==> src/rtl/apb_rr_master.sv <==
// apb_rr_master
//   Round-robin APB master. It shares one APB completer between NUM_REQ
//   requesters. Each requester has a valid/ready request channel and gets a
//   one-cycle rsp_valid pulse when its transfer finishes. If the completer
//   does not assert PREADY within TIMEOUT_CYCLES ACCESS cycles, the transfer
//   is aborted and the response carries rsp_err=1.
//
// Ports
//   PCLK, PRESETn        clock (rising edge) and async active-low reset
//   req_valid/req_ready  per-requester handshake; at most one ready bit is set
//   req_write            per requester: 1 = write, 0 = read
//   req_addr, req_wdata  packed per requester; requester i at [i*W +: W]
//   rsp_valid            one-cycle completion pulse to the owning requester
//   rsp_rdata, rsp_err   shared read data and timeout flag; valid with rsp_valid
//   PSEL .. PREADY       APB completer interface
//   busy                 high while a transfer is in SETUP or ACCESS
//
// state  | meaning
// IDLE   | arbitrate; accept one request and launch SETUP
// SETUP  | PSEL=1, PENABLE=0, held for exactly one cycle
// ACCESS | PSEL=1, PENABLE=1; wait for PREADY or timeout

module apb_rr_master #(
  parameter int NUM_REQ        = 4,
  parameter int ADDR_WIDTH     = 32,
  parameter int DATA_WIDTH     = 32,
  parameter int TIMEOUT_CYCLES = 16
) (
  input  logic                             PCLK,
  input  logic                             PRESETn,
  input  logic [NUM_REQ-1:0]               req_valid,
  output logic [NUM_REQ-1:0]               req_ready,
  input  logic [NUM_REQ-1:0]               req_write,
  input  logic [NUM_REQ*ADDR_WIDTH-1:0]    req_addr,
  input  logic [NUM_REQ*DATA_WIDTH-1:0]    req_wdata,
  output logic [NUM_REQ-1:0]               rsp_valid,
  output logic [DATA_WIDTH-1:0]            rsp_rdata,
  output logic                             rsp_err,
  output logic                             PSEL,
  output logic                             PENABLE,
  output logic                             PWRITE,
  output logic [ADDR_WIDTH-1:0]            PADDR,
  output logic [DATA_WIDTH-1:0]            PWDATA,
  input  logic [DATA_WIDTH-1:0]            PRDATA,
  input  logic                             PREADY,
  output logic                             busy
);

  localparam int PTR_W = $clog2(NUM_REQ);
  localparam int CNT_W = $clog2(TIMEOUT_CYCLES);
  localparam logic [PTR_W-1:0] LAST_REQ  = PTR_W'(NUM_REQ - 1);
  localparam logic [CNT_W-1:0] WAIT_LAST = CNT_W'(TIMEOUT_CYCLES - 1);

  typedef enum logic [1:0] {IDLE, SETUP, ACCESS} state_t;

  state_t           state;
  logic [PTR_W-1:0] ptr;
  logic [PTR_W-1:0] owner;
  logic [PTR_W-1:0] grant_idx;
  logic             grant_found;
  logic [PTR_W:0]   cand;
  logic [CNT_W-1:0] wait_cnt;

  // Search ptr, ptr+1, ... (mod NUM_REQ). One extra bit on cand lets the
  // wrap be a single subtract, which also works when NUM_REQ is not a power of 2.
  always_comb begin
    grant_found = 1'b0;
    grant_idx   = '0;
    cand        = '0;
    for (int k = 0; k < NUM_REQ; k++) begin
      cand = {1'b0, ptr} + (PTR_W+1)'(k);
      if (cand >= (PTR_W+1)'(NUM_REQ)) cand = cand - (PTR_W+1)'(NUM_REQ);
      if (!grant_found && req_valid[cand[PTR_W-1:0]]) begin
        grant_found = 1'b1;
        grant_idx   = cand[PTR_W-1:0];
      end
    end
  end

  always_comb begin
    req_ready = '0;
    if (state == IDLE && grant_found) req_ready[grant_idx] = 1'b1;
  end

  assign busy = (state != IDLE);

  always_ff @(posedge PCLK or negedge PRESETn) begin
    if (!PRESETn) begin
      state     <= IDLE;
      ptr       <= '0;
      owner     <= '0;
      wait_cnt  <= '0;
      PSEL      <= 1'b0;
      PENABLE   <= 1'b0;
      PWRITE    <= 1'b0;
      PADDR     <= '0;
      PWDATA    <= '0;
      rsp_valid <= '0;
      rsp_rdata <= '0;
      rsp_err   <= 1'b0;
    end else begin
      // The response is a single-cycle pulse; the fields are zero outside it.
      rsp_valid <= '0;
      rsp_rdata <= '0;
      rsp_err   <= 1'b0;
      case (state)
        IDLE: begin
          if (grant_found) begin
            PADDR   <= req_addr[grant_idx*ADDR_WIDTH +: ADDR_WIDTH];
            PWDATA  <= req_wdata[grant_idx*DATA_WIDTH +: DATA_WIDTH];
            PWRITE  <= req_write[grant_idx];
            owner   <= grant_idx;
            PSEL    <= 1'b1;
            PENABLE <= 1'b0;
            state   <= SETUP;
          end
        end
        SETUP: begin
          PENABLE  <= 1'b1;
          wait_cnt <= '0;
          state    <= ACCESS;
        end
        ACCESS: begin
          // PREADY takes priority, so a completer that answers on the last
          // allowed cycle still completes normally.
          if (PREADY || wait_cnt == WAIT_LAST) begin
            PSEL             <= 1'b0;
            PENABLE          <= 1'b0;
            state            <= IDLE;
            rsp_valid[owner] <= 1'b1;
            rsp_err          <= !PREADY;
            rsp_rdata        <= (PREADY && !PWRITE) ? PRDATA : '0;
            ptr              <= (owner == LAST_REQ) ? '0 : owner + 1'b1;
          end else begin
            wait_cnt <= wait_cnt + 1'b1;
          end
        end
        default: state <= IDLE;
      endcase
    end
  end

endmodule

==> config.mk <==
export PLATFORM = sky130hd
export DESIGN_NAME = apb_rr_master
export DESIGN_NICKNAME = d
export VERILOG_FILES = /design/src/rtl/apb_rr_master.sv
export SDC_FILE = /design/constraint.sdc
export NUM_CORES = 1
export LEC_CHECK = 0
export ABC_AREA = 1
export BUFFER_PORTS_ARGS = -buffer_cell sky130_fd_sc_hd__buf_4
export CORE_AREA = 10 10 152 154
export DETAILED_ROUTE_END_ITERATION = 7
export DIE_AREA = 0 0 162 164
export GPL_TIMING_DRIVEN = 1
export PLACE_DENSITY = 0.66
export RECOVER_POWER = 100
export SETUP_SLACK_MARGIN = 0.2
export SYNTH_ARGS = -nofsm -noshare
export SYNTH_HDL_FRONTEND = slang
export SYNTH_SLANG_ARGS = --single-unit
==> constraint.sdc <==
create_clock -name PCLK -period 3.3 [get_ports PCLK]
set_clock_uncertainty 0.05 [all_clocks]
set_input_delay 0.66 -clock PCLK [delete_from_list [all_inputs] [get_ports PCLK]]
set_output_delay 0.66 -clock PCLK [all_outputs]
set_load 0.02 [all_outputs]
# Word level (Yosys, flattened, before mapping)
# Index checks and enable logic that the tools add are counted.
[totals]
mem_count = 0
ram_bits = 0
output_inout_bits = 109
latch_bits = 0
reg_bits = 114
in_bits = 299
mem_bits_ro = 0
[op_classes]
order_cmp = 12
n_div = 0
multipliers = 0
add_sub_neg = 9
n_eq_ne = 7
n_shift = 2
n_reduce_logical = 24
mux = 45
n_bitwise = 0
[op_table]
columns = ["operator", "n"]
rows = [
  ["128-bit by 8-bit variable part select with 32-bit output", 2],
  ["32-bit 2-to-1 mux", 3],
  ["2-bit 2-to-1 mux", 11],
  ["2-bit by 3-bit less-than comparator with 1-bit output (second input constant)", 6],
  ["1-bit 2-to-1 mux", 16],
  ["4-bit 2-to-1 mux", 4],
  ["1-bit binary-select mux with 2-bit select", 5],
  ["3-bit >= comparator (second input constant)", 3],
  ["4-bit case mux with 2 select lines", 1],
  ["2-bit AND reduction", 4],
  ["2-bit by 1-bit subtractor with 2-bit output (second input constant)", 4],
  ["1-bit logical AND", 7],
  ["2-bit by 2-bit adder with 3-bit output (second input constant)", 2],
  ["2-bit inequality test (second input constant)", 3],
  ["2-bit case mux with 3 select lines", 1],
  ["3-bit AND reduction", 2],
  ["2-bit nonzero test", 3],
  ["1-bit zero test", 5],
  ["4-bit by 1-bit adder with 4-bit output (second input constant)", 1],
  ["1-bit demux with 2-bit select", 2],
  ["2-bit == test (second input constant)", 2],
  ["4-bit == test (second input constant)", 1],
  ["2-bit by 1-bit >= comparator with 1-bit output (second input constant)", 2],
  ["2-bit by 1-bit adder with 3-bit output (second input constant)", 1],
  ["other kinds (8)", 8],
]

# Depth between registers and ports, before layout
# Gate-level depths: netlist (run 1).
[depth]
word_depth = 19
mapped_depth = 16

# Worst setup path after synthesis (run 1)
# Ideal clock, no wire load.
[synth_timing]
kind = "input port to output port"
from = "in req_valid[1]"
to = "out req_ready[0]"
t_arrival_ns = 1.987
slack_ns = 0.603
path_buffers = 2
path_stages = 11
required_ns = 2.590
path_cell_list = "inv_1 > nand2_2 > nand3_1 > nand2_2 > a21oi_1 > nand2_1 > nand2_4 > buf_2 > buf_2 > nand2_1 > nor2_1"
[synth_via]
elab_chain_len = 17
elab_cells_between_ends = 29
classes_between = "order compare: 2; mux: 19; reduce/logical: 8"
[synth_lines]
columns = ["element", "line_no", "source"]
rows = [
  ["start, declared", "31", "input logic [NUM_REQ-1:0] req_valid,"],
  ["1-bit binary-select mux with 2-bit select", "73", "if (!grant_found && req_valid[cand[PTR_W-1:0]]) begin"],
  ["1-bit 2-to-1 mux (not written as such)", "73", ""],
  ["1-bit 2-to-1 mux", "73", ""],
  ["1-bit zero test", "73", ""],
  ["1-bit logical AND", "73", ""],
  ["1-bit 2-to-1 mux", "73", ""],
  ["1-bit zero test", "73", ""],
  ["1-bit logical AND", "73", ""],
  ["1-bit 2-to-1 mux", "73", ""],
  ["1-bit zero test", "73", ""],
  ["1-bit logical AND", "73", ""],
  ["2-bit 2-to-1 mux", "73", ""],
  ["2-bit by 3-bit less-than comparator with 1-bit output (not written as such) / 2-bit by 1-bit >= comparator with 1-bit output (equally long branches)", "82", "if (state == IDLE && grant_found) req_ready[grant_idx] = 1'b1;"],
  ["1-bit logical AND (not written as such)", "82", ""],
  ["1-bit 2-to-1 mux (not written as such)", "82", ""],
  ["1-bit demux with 2-bit select", "82", ""],
  ["4-bit 2-to-1 mux (*)", "82", ""],
  ["end, declared", "32", "output logic [NUM_REQ-1:0] req_ready,"],
]
# Every way passes the cells marked *; elsewhere a longest branch is shown, timed or not. The select of a mux whose other input is x is not followed.

# Worst setup path after layout (run 1)
[layout_timing]
from = "reg ptr[0]"
to = "out req_ready[1]"
[layout_via]
elab_chain_len = 19
elab_cells_between_ends = 44
classes_between = "add/sub: 7; order compare: 6; mux: 23; reduce/logical: 8"
[layout_lines]
columns = ["element", "line_no", "source"]
rows = [
  ["start, declared", "57", "logic [PTR_W-1:0] ptr;"],
  ["start signal, assigned", "133", "ptr <= (owner == LAST_REQ) ? '0 : owner + 1'b1;"],
  ["branches (longest 18 deep; another with 2-bit by 1-bit adder with 3-bit output)", "--", ""],
  ["4-bit 2-to-1 mux (*)", "82", ""],
]
# Mark *: on every way between the ends. The select of a mux whose other input is x is not followed.

==> results of run 1 <==
==> metrics by stage <==
stage | hold WS (ns) | worst slack, ns | total power [mW] | utilization (%) | cells
after CTS | 0.215 | 0.221 | 12.1 | 56.0 | 1803
after global placement | 0.415 | 0.379 | 10.2 | 53.1 | 1771
after floorplan | 0.314 | 0.603 | 8.04 | - | 1145
after detailed placement | 0.416 | 0.323 | 10.3 | 53.1 | 1771
final | 0.360 | 0.276 | 11.6 | 54.1 | 1806
after global routing | 0.345 | 0.100 | 12.7 | 54.1 | 1806
==> cell families after synthesis <==
| family | synth area share, % |
|---|---|
| buf+inv | 16.0 |
| xor+xnor | 0.117 |
| fa+ha+maj | 0.837 |
| simple gates | 44.2 |
| compound gates | 0.653 |
| flops | 38.2 |
==> sequential cells by signal, summed over array words and instances (netlist names) <==
signal     flops
PADDR         32
PENABLE        1
PSEL           1
PWDATA        32
PWRITE         1
owner          2
ptr            2
rsp_err        1
rsp_rdata     32
rsp_valid      4
state          2
wait_cnt       4
==> synth_stat cells (2+ instances only) <==
master / instances / area share, %
buf_1: 2 / 0.10
ha_1: 5 / 0.84
nand2_2: 4 / 0.33
nor2_1: 48 / 2.4
nand3_2: 2 / 0.27
inv_1: 213 / 11
or2_1: 24 / 2.0
or2_2: 43 / 3.6
inv_2: 3 / 0.15
buf_6: 8 / 1.2
a21oi_1: 4 / 0.27
o21ai_0: 3 / 0.20
nor2_4: 3 / 0.45
clkbuf_1: 11 / 0.55
buf_4: 9 / 0.90
dfrtp_1: 114 / 38
nand2_1: 367 / 18
buf_2: 32 / 2.1
clkbuf_2: 3 / 0.20
nand3_1: 236 / 16
nor3_1: 2 / 0.13
==> routing by layer <==
metal  global-route usage, %  vias up  share of wire [%]
met5                       0        -                  0
met4                    5.62        0                1.8
met3                    6.56       32                7.2
met2                    36.1      286                 51
met1                    23.5     3757                 40
li1                        -     4194                  -
==> power groups by stage <==
stage / Clock, mW / Sequential [mW] / Combinational (mW)
finish: 1.80 / 2.27 / 7.56
global placement: 0 / 2.29 / 7.88
CTS: 1.83 / 2.29 / 7.99
detailed placement: 0 / 2.30 / 7.95
global route: 1.90 / 2.33 / 8.51
floorplan: 0 / 2.79 / 5.25
==> worst max-delay path: cells and delay by family, from the launching register on <==
| kind | cells | cell delay [ns] |
|---|---|---|
| DFF | 1 | 0.48 |
| and+or+nand+nor | 9 | 1.00 |
| buffers and inverters | 3 | 0.43 |
==> repair_timing <==
action / 4_1_cts / 5_1_grt
setup endpoints to repair: 4 / 4
resized for setup: 3 / 4
buffers inserted: 0 / 3
==> worst max path at each step <==
stage / slack (ns) / to / depth (start not counted) / startpoint
floorplan: 0.60 / req_ready[0] / 11 / req_valid[1]
global placement: 0.38 / req_ready[1] / 13 / req_valid[3]
detailed placement: 0.32 / req_ready[3] / 13 / req_valid[3]
CTS: 0.22 / req_ready[0] / 12 / ptr[0]
global route: 0.10 / req_ready[3] / 12 / ptr[0]
finish: 0.28 / req_ready[1] / 12 / ptr[0]
==> cell type report <==
class | instances | area share, %
timing repair buffer | 424 | 26.0
sequential | 114 | 26.3
tap | 270 | 3.12
clock inverter | 15 | 1.37
inverter | 217 | 7.60
clock buffer | 17 | 3.92
multi-input combinational | 749 | 31.7
==> results.md, run 1 <==
- Final TNS setup: 0 ns
- VDD IR max: 1.09 mV
- Vias per inst: 4.58
- Post-DP HPWL: 22.4 mm
- DRT iter0 DRCs: 418
- WL/cell: 16.0 um
- Reg-to-reg slack, setup: 0.51 ns
- Startpoint Class: flip-flop
- Min Tclk post-route: 3.02 ns
- WL final: 28.8 mm
- Gr usage total: 20.5%
- Commonest non-fill, non-tap cells in the layout: nand2_1 (366), buf_4 (313), nand3_1 (235)
- Row cnt: 52
- Initial Util: 37.3%
- Clock power share: 15.4%
- GP Congestion: 0.857
- Worst-path clk slew: 0.06 ns
- Netlist Area Pre-Place: 7470 um2
- Worst Setup End Kind: output pin
- RSZ-0062 raised after global routing: true
- Slew Limit Headroom: -73.1%
- Clk buf depth: 2
- Final setup vio count: 0
- First-pass GRT wire length: 43.6 mm
- Synth Register Bits: 114
- Pleak: 6.26 nW
- Synth cell types: 30
- Placed inst area: 10,600 um2
- Clock Latency Late Sink: 0.41 ns
- Critical path peak fanout: 19
- HP Class: input pin to flip-flop
- Slowest stage delay, CP: 0.48 ns
- Clock sink count: 114
- I/O pins: 408
- Synth Area per Inst: 6.53 um2
- Hold Startpoint: PREADY
- Clock root buffer: clkbuf_16
- Pwr Density: 1070 nW/um2
- CTS Hold Bufs: 0
- Syn. warnings: 0
- Port Buffers: 407
- Status: complete, but fails checks
- Pin count of the biggest net entering global routing: 113
- Fin area: 10,800 um2
- Arr. time, crit path: 2.31 ns
- Period utilization: 91.6%
- # diodes: 0
- CTS buffer count: 17
- Pin slew with the least headroom to its limit: 2.60 ns
- Critical R2R Capture: PWDATA[26]
- Die height: 164 um
- Gr ovfl total: 0
- Post-synth EDFFs: 0
- DIE AREA: 26,600 um2
- Sequential cell fraction of total power: 19.5%
- Final Hold Fails: 0
- Vias in the first global route: 8,106
- Worst R2R Path Depth: 13
- Final Slew Violations: 45
- Sequential share of the synthesized area: 38.2%
- Storage element area: 2850 um2
- Max-cap check violation count: 1
- Routed via count: 8,269
- CTS H-tree lvls: 4
- Worst Hold Depth: 2
- Sw frac: 52.6%
- Leading cell type in the layout, fill and taps excluded: nand2_1
- CTS tree: built
- Asr flop ratio synth: 100%
- Die W: 162 um
- Top FF cell, synth: dfrtp_1
- Worst r2r src: ptr[0]
- Gate power share: 65.0%
- CP cell instances: clkbuf_2 -> nand2_1 -> nand3_2 -> nand2_2 -> nor2_4 -> nand2_1 -> or2_4 -> nand2_8 -> inv_6 -> nand3_2 -> nor2_1 -> buf_4
- Pre-antenna DRT Iters: 5
- Worst Path Required: 2.59 ns
- Slowest-stage cell, CP: dfrtp_1
- Hold EP: rsp_err
- Violated checks: capacitance limit, slew limit
- Kind of critical path: flip-flop to output pin
- Post-route antenna net violation count: 0
- Drc violations: 0
- Area growth, synth to finish: 45.1%
- Initial antenna violation count: 0
- P_sw: 6.12 mW
- Power Internal: 5.51 mW
- Layout fillers: 2,154
- Syn_nets: 1,449
- Final net count: 1,827
- Fraction of layout cells with a size suffix above 1: 26.7%
- F_max: 0.331 GHz
- Post-Synthesis Cells: 1,145
- Area of the multi-input gates: 3440 um2
- Core area: 20,000 um2
Power figures use the tool's default switching activity.
==> run 2: changes to the inputs <==
--- a/config.mk
+++ b/config.mk
@@ -7,11 +7,12 @@
 export LEC_CHECK = 0
 export ABC_AREA = 1
 export BUFFER_PORTS_ARGS = -buffer_cell sky130_fd_sc_hd__buf_4
-export CORE_AREA = 10 10 152 154
+export CAP_MARGIN = 20
+export CORE_AREA = 10 10 151 153
 export DETAILED_ROUTE_END_ITERATION = 7
-export DIE_AREA = 0 0 162 164
+export DIE_AREA = 0 0 161 163
 export GPL_TIMING_DRIVEN = 1
-export PLACE_DENSITY = 0.66
+export PLACE_DENSITY = 0.67
 export RECOVER_POWER = 100
 export SETUP_SLACK_MARGIN = 0.2
 export SYNTH_ARGS = -nofsm -noshare
==> constraint.sdc (replaced) <==
create_clock -name PCLK -period 2.8 [get_ports PCLK]
set_clock_uncertainty 0.05 [all_clocks]
set_input_delay 0.56 -clock PCLK [delete_from_list [all_inputs] [get_ports PCLK]]
set_output_delay 0.56 -clock PCLK [all_outputs]
set_load 0.02 [all_outputs]
==> run 2 against run 1 <==
Net effect: hold slack got worse by 0.090 ns; largest power group unchanged; wire length rose by 2.9%; the flow still finishes with violations (capacitance limit, slew limit); critical path depth rose by 1; critical path type unchanged.
==> results.md, run 2 (synthesis results as in run 1) <==
- Clock Latency Late Sink: 0.41 ns
- First-pass GRT wire length: 44.6 mm
- Critical R2R Capture: PADDR[0]
- Final Slew Violations: 33
- CTS buffer count: 17
- Final Hold Fails: 0
- Setup WS pre-CTS: 0.0647 ns
- Drc violations: 0
- Fraction of layout cells with a size suffix above 1: 28.7%
- Violated checks: capacitance limit, slew limit
- Worst r2r src: ptr[0]
- Critical path destination: req_ready[2]
- Arr. time, crit path: 2.09 ns
- Reg-to-reg slack, setup: 0.16 ns
- Period utilization: 96.4%
- DIE AREA: 26,200 um2
- Final WS setup: 0.0999 ns
- Die height: 163 um
- Row cnt: 52
- Placed inst area: 10,700 um2
- Leading cell type in the layout, fill and taps excluded: nand2_1
- Commonest non-fill, non-tap cells in the layout: nand2_1 (353), buf_4 (324), nand3_1 (234)
- I/O pins: 408
- Largest registers: PADDR x32, PWDATA x32, rsp_rdata x32
- Post-route antenna net violation count: 0
- Vias in the first global route: 8,284
- Hold Startpoint: PREADY
- Pin slew with the least headroom to its limit: 1.79 ns
- Worst-path clk slew: 0.06 ns
- Slew Limit Headroom: -19.2%
- Gr usage total: 21.1%
- Initial antenna violation count: 0
- # diodes: 0
- CTS H-tree lvls: 4
- Initial Util: 37.5%
- WL/cell: 16.2 um
- Status: complete, but fails checks
- Pre-antenna DRT Iters: 5
- Pin count of the biggest net entering global routing: 105
- CTS tree: built
- RSZ-0062 raised after global routing: true
- VDD IR max: 1.11 mV
- Critical path peak fanout: 7
- DRT iter0 DRCs: 459
- Final net count: 1,850
- F_max: 0.370 GHz
- Fin area: 11,200 um2
- Worst R2R Path Depth: 16
- Die W: 161 um
- Pleak: 6.40 nW
- Worst Setup End Kind: output pin
- Clk buf depth: 2
- Startpoint Class: flip-flop
- Worst Path Required: 2.19 ns
- WL final: 29.6 mm
- Clock root buffer: clkbuf_16
- Total power: 14.5 mW
- Worst Setup SP: ptr[0]
- Vias per inst: 4.59
- Pwr Density: 1300 nW/um2
- Max-cap check violation count: 1
- Clock sink count: 114
- HP Class: input pin to flip-flop
- Final setup vio count: 0
- Gr ovfl total: 0
- GP Congestion: 0.858
- Port Buffers: 407
- Core Util, Final: 56.0%
- Post-DP HPWL: 22.5 mm
- Kind of critical path: flip-flop to output pin
- Routed via count: 8,402
- Min Tclk post-route: 2.70 ns
- Area growth, synth to finish: 49.3%
- Core area: 19,900 um2
run 2: metal layers:
layer	vias to the layer above	routed length, um	GRT usage (%)
met5	-	0	0
met4	0	543	5.87
met3	30	1920	5.81
met2	271	15400	36.9
li1	4240	-	-
met1	3861	11700	24.8
run 2: critical path, stage by stage (launching register included):
cell     delay, ns
dfrtp_2       0.41
buf_8         0.15
inv_8         0.07
nand2_4       0.06
nand3_4       0.08
nand2_4       0.07
nor2_4        0.13
nand2_1       0.06
or2_4         0.25
nand2_8       0.08
inv_8         0.04
nand2_4       0.08
nor2_1        0.05
buf_4         0.16
run 2: how the worst min path moves through the flow:
stage | endpoint | slack, ns | cells past startpoint
6_report | rsp_err | 0.27 | 2
5_1_grt | rsp_err | 0.26 | 2
3_3_place_gp | PADDR[13] | 0.41 | 2
3_5_place_dp | PWDATA[8] | 0.42 | 2
2_1_floorplan | PADDR[0] | 0.21 | 0
4_1_cts | rsp_err | 0.25 | 2
run 2: repair_timing:
| item | in CTS | in global routing |
|---|---|---|
| resized for setup | 22 | 18 |
| setup endpoints to repair | 38 | 46 |
| buffers inserted | 8 | 10 |
| gates cloned | 1 | 2 |
| pin swaps | 9 | 17 |
| hold buffers | 1 | 0 |
| endpoints found under the hold margin | 17 | 0 |
run 2: cell type report:
class | instances | area [um2]
clock buffer | 17 | 425
inverter | 217 | 832
tap | 270 | 338
multi-input combinational | 751 | 3550
timing repair buffer | 444 | 3000
timing repair inverter | 1 | 8.76
sequential | 114 | 2850
clock inverter | 15 | 148
fill | 2102 | 8750
run 2: power by group:
part | switching [mW] | internal (mW) | leakage, nW
sequential | 0.350 | 2.32 | 1.45
clock | 0.850 | 1.24 | 0.274
combinational | 6.35 | 3.35 | 4.67
total | 7.55 | 6.92 | 6.40
run 2: per-stage QoR:
stage                     setup TNS [ns]  hold WS, ns  cells
after floorplan                        0        0.214   1145
after global placement                 0        0.415   1775
after detailed placement               0        0.417   1775
after CTS                              0        0.250   1817
after global routing             -0.0476        0.259   1829
final                                  0        0.270   1829
==> run 3: changes to the inputs <==
--- a/config.mk
+++ b/config.mk
@@ -8,11 +8,12 @@
 export ABC_AREA = 1
 export BUFFER_PORTS_ARGS = -buffer_cell sky130_fd_sc_hd__buf_4
 export CAP_MARGIN = 20
-export CORE_AREA = 10 10 151 153
+export CORE_AREA = 10 10 152 154
 export DETAILED_ROUTE_END_ITERATION = 7
-export DIE_AREA = 0 0 161 163
+export DIE_AREA = 0 0 162 164
 export GPL_TIMING_DRIVEN = 1
-export PLACE_DENSITY = 0.67
+export HOLD_SLACK_MARGIN = 0.15
+export PLACE_DENSITY = 0.66
 export RECOVER_POWER = 100
 export SETUP_SLACK_MARGIN = 0.2
 export SYNTH_ARGS = -nofsm -noshare
==> constraint.sdc (replaced) <==
create_clock -name PCLK -period 3.11 [get_ports PCLK]
set_clock_uncertainty 0.05 [all_clocks]
set_input_delay 0.622 -clock PCLK [delete_from_list [all_inputs] [get_ports PCLK]]
set_output_delay 0.622 -clock PCLK [all_outputs]
set_load 0.02 [all_outputs]
==> run 3 against run 2 <==
Net effect: the flow still finishes with violations (capacitance limit, slew limit); sequential share of layout area increased by 0.40 points; count of clock-buffer cells in the layout unchanged; wire length decreased by 1.6%; total power decreased by 12%; sequential cell count unchanged; register-to-register slack improved by 0.17 ns; core utilization decreased by 1.2 points; final cell count decreased by 0.71%; highest routed layer unchanged.
==> results.md, run 3 (synthesis results as in run 1) <==
- Status: complete, but fails checks
- Violated checks: capacitance limit, slew limit
- Gr ovfl total: 0
- GP Congestion: 0.876
- Min Tclk post-route: 2.91 ns
- Final net count: 1,837
- Delay-heaviest family, CP: simple AND/OR/NAND/NOR gates
- DRT iter0 DRCs: 520
- Total power: 12.7 mW
- Clock Latency Late Sink: 0.41 ns
- Slew Limit Headroom: -49.6%
- Port Buffers: 407
- Pin count of the biggest net entering global routing: 112
- WL/cell: 16.1 um
- Final Slew Violations: 116
- Layout Cells excl Fill: 1,816
- First-pass GRT wire length: 44.6 mm
- Gr usage total: 21.0%
- Final WS setup: 0.196 ns
- Largest registers: PADDR x32, PWDATA x32, rsp_rdata x32
- DIE AREA: 26,600 um2
- F_max: 0.343 GHz
- Slowest-stage cell, CP: dfrtp_2
- Startpoint Class: flip-flop
- HP Class: input pin to flip-flop
- Post-route antenna net violation count: 0
- Worst-path clk slew: 0.06 ns
- WL final: 29.2 mm
- Pre-antenna DRT Iters: 5
- Pleak: 6.33 nW
- Die height: 164 um
- Post-DP HPWL: 22.2 mm
- Commonest non-fill, non-tap cells in the layout: nand2_1 (362), buf_4 (311), nand3_1 (235)
- Area of the multi-input gates: 3470 um2
- Clock root buffer: clkbuf_16
- CTS Hold Bufs: 0
- Drc violations: 0
- Kind of critical path: flip-flop to output pin
- I/O pins: 408
- Area growth, synth to finish: 47.0%
- Top cell by count, worst path: nand2_1
- Core area: 20,000 um2
- Vias per inst: 4.59
- CTS H-tree lvls: 4
- # diodes: 0
- Worst Path Required: 2.44 ns
- Leading cell type in the layout, fill and taps excluded: nand2_1
- Worst Setup End Kind: output pin
- Critical path peak fanout: 8
- Row cnt: 52
- CP cell instances: clkinvlp_2 -> nand2_1 -> nand2_1 -> nand2_1 -> nand2_2 -> nor2_4 -> nand2_1 -> or2_4 -> nand2_8 -> inv_4 -> nand3_4 -> nor2_4 -> buf_6
- Clk buf depth: 2
- Clock sink count: 114
- Final TNS setup: 0 ns
- Layout fillers: 2,106
- Routed via count: 8,342
- Final setup vio count: 0
- Placed insts: 1,772
- Vias in the first global route: 8,070
- Final Hold Fails: 0
- Period utilization: 93.7%
- Setup WS pre-CTS: 0.291 ns
- Max-cap check violation count: 2
- Pwr Density: 1160 nW/um2
- CTS tree: built
- Storage element area: 2850 um2
- Slowest stage delay, CP: 0.48 ns
- VDD IR max: 1.04 mV
- Final hold slack: 0.323 ns
- RSZ-0062 raised after global routing: true
- Worst Path Buf+Inv: 3
- Fraction of layout cells with a size suffix above 1: 27.7%
- Initial antenna violation count: 0
- Initial Util: 37.3%
- Arr. time, crit path: 2.24 ns
- Pin slew with the least headroom to its limit: 2.24 ns
- Die W: 162 um
- CTS buffer count: 17
-- run 3: cell count changes in the layout (fill, tap and decap cells not counted), moves of 3 or more --
cell,change
buf_6,+5
buf_4,-13
nand2_2,-6
nand2_4,-3
nand2_1,+9
nand3_4,-3
-- run 3: layout make-up --
type                            instances  share of cell area (%)
Tap cell                              270                    3.07
Sequential cell                       114                    26.0
Timing Repair inverter                  1                  0.0456
Inverter                              217                    7.48
Multi-Input combinational cell        749                    31.6
Clock buffer                           17                    3.87
Timing Repair Buffer                  433                    26.5
Clock inverter                         15                    1.51
-- run 3: per-layer routing --
metal / vias to the layer above / wire [um] / track usage [%]
li1: 4215 / - / -
met4: 0 / 718 / 7.40
met2: 310 / 14700 / 35.7
met5: - / 0 / 0
met1: 3775 / 11500 / 24.5
met3: 42 / 2280 / 6.53
-- run 3: path summary, 6_finish.rpt --
check	startpoint	end	slack, ns	cells past startpoint
min in group asynchronous	PRESETn	PADDR[20]	0.81	2
worst min register to register	PWDATA[5]	PWDATA[5]	0.43	2
max in group asynchronous	PRESETn	ptr[0]	0.59	2
worst max-delay path	ptr[0]	req_ready[1]	0.20	13
worst min-delay path	PREADY	rsp_err	0.32	2
worst max register to register	ptr[0]	PADDR[3]	0.33	13
-- run 3: repair_timing --
item                                    4_1_cts  5_1_grt
buffers inserted                              4        7
resized for setup                             7       21
endpoints found under the setup margin        4        4
cloned                                        0        1
pin swaps                                     0       13
-- run 3: power breakdown --
group / total [mW] / internal (mW) / switching, mW
combinational: 8.34 / 2.82 / 5.52
clock: 1.95 / 1.14 / 0.814
sequential: 2.42 / 2.09 / 0.328
total: 12.7 / 6.05 / 6.67
-- run 3: metrics by stage --
| step | area (um2) | util (%) |
|---|---|---|
| after floorplan | 7470 | - |
| after global placement | 10700 | 53.2 |
| after detailed placement | 10700 | 53.2 |
| after CTS | 11300 | 56.3 |
| after global routing | 11000 | 54.8 |
| final | 11000 | 54.8 |
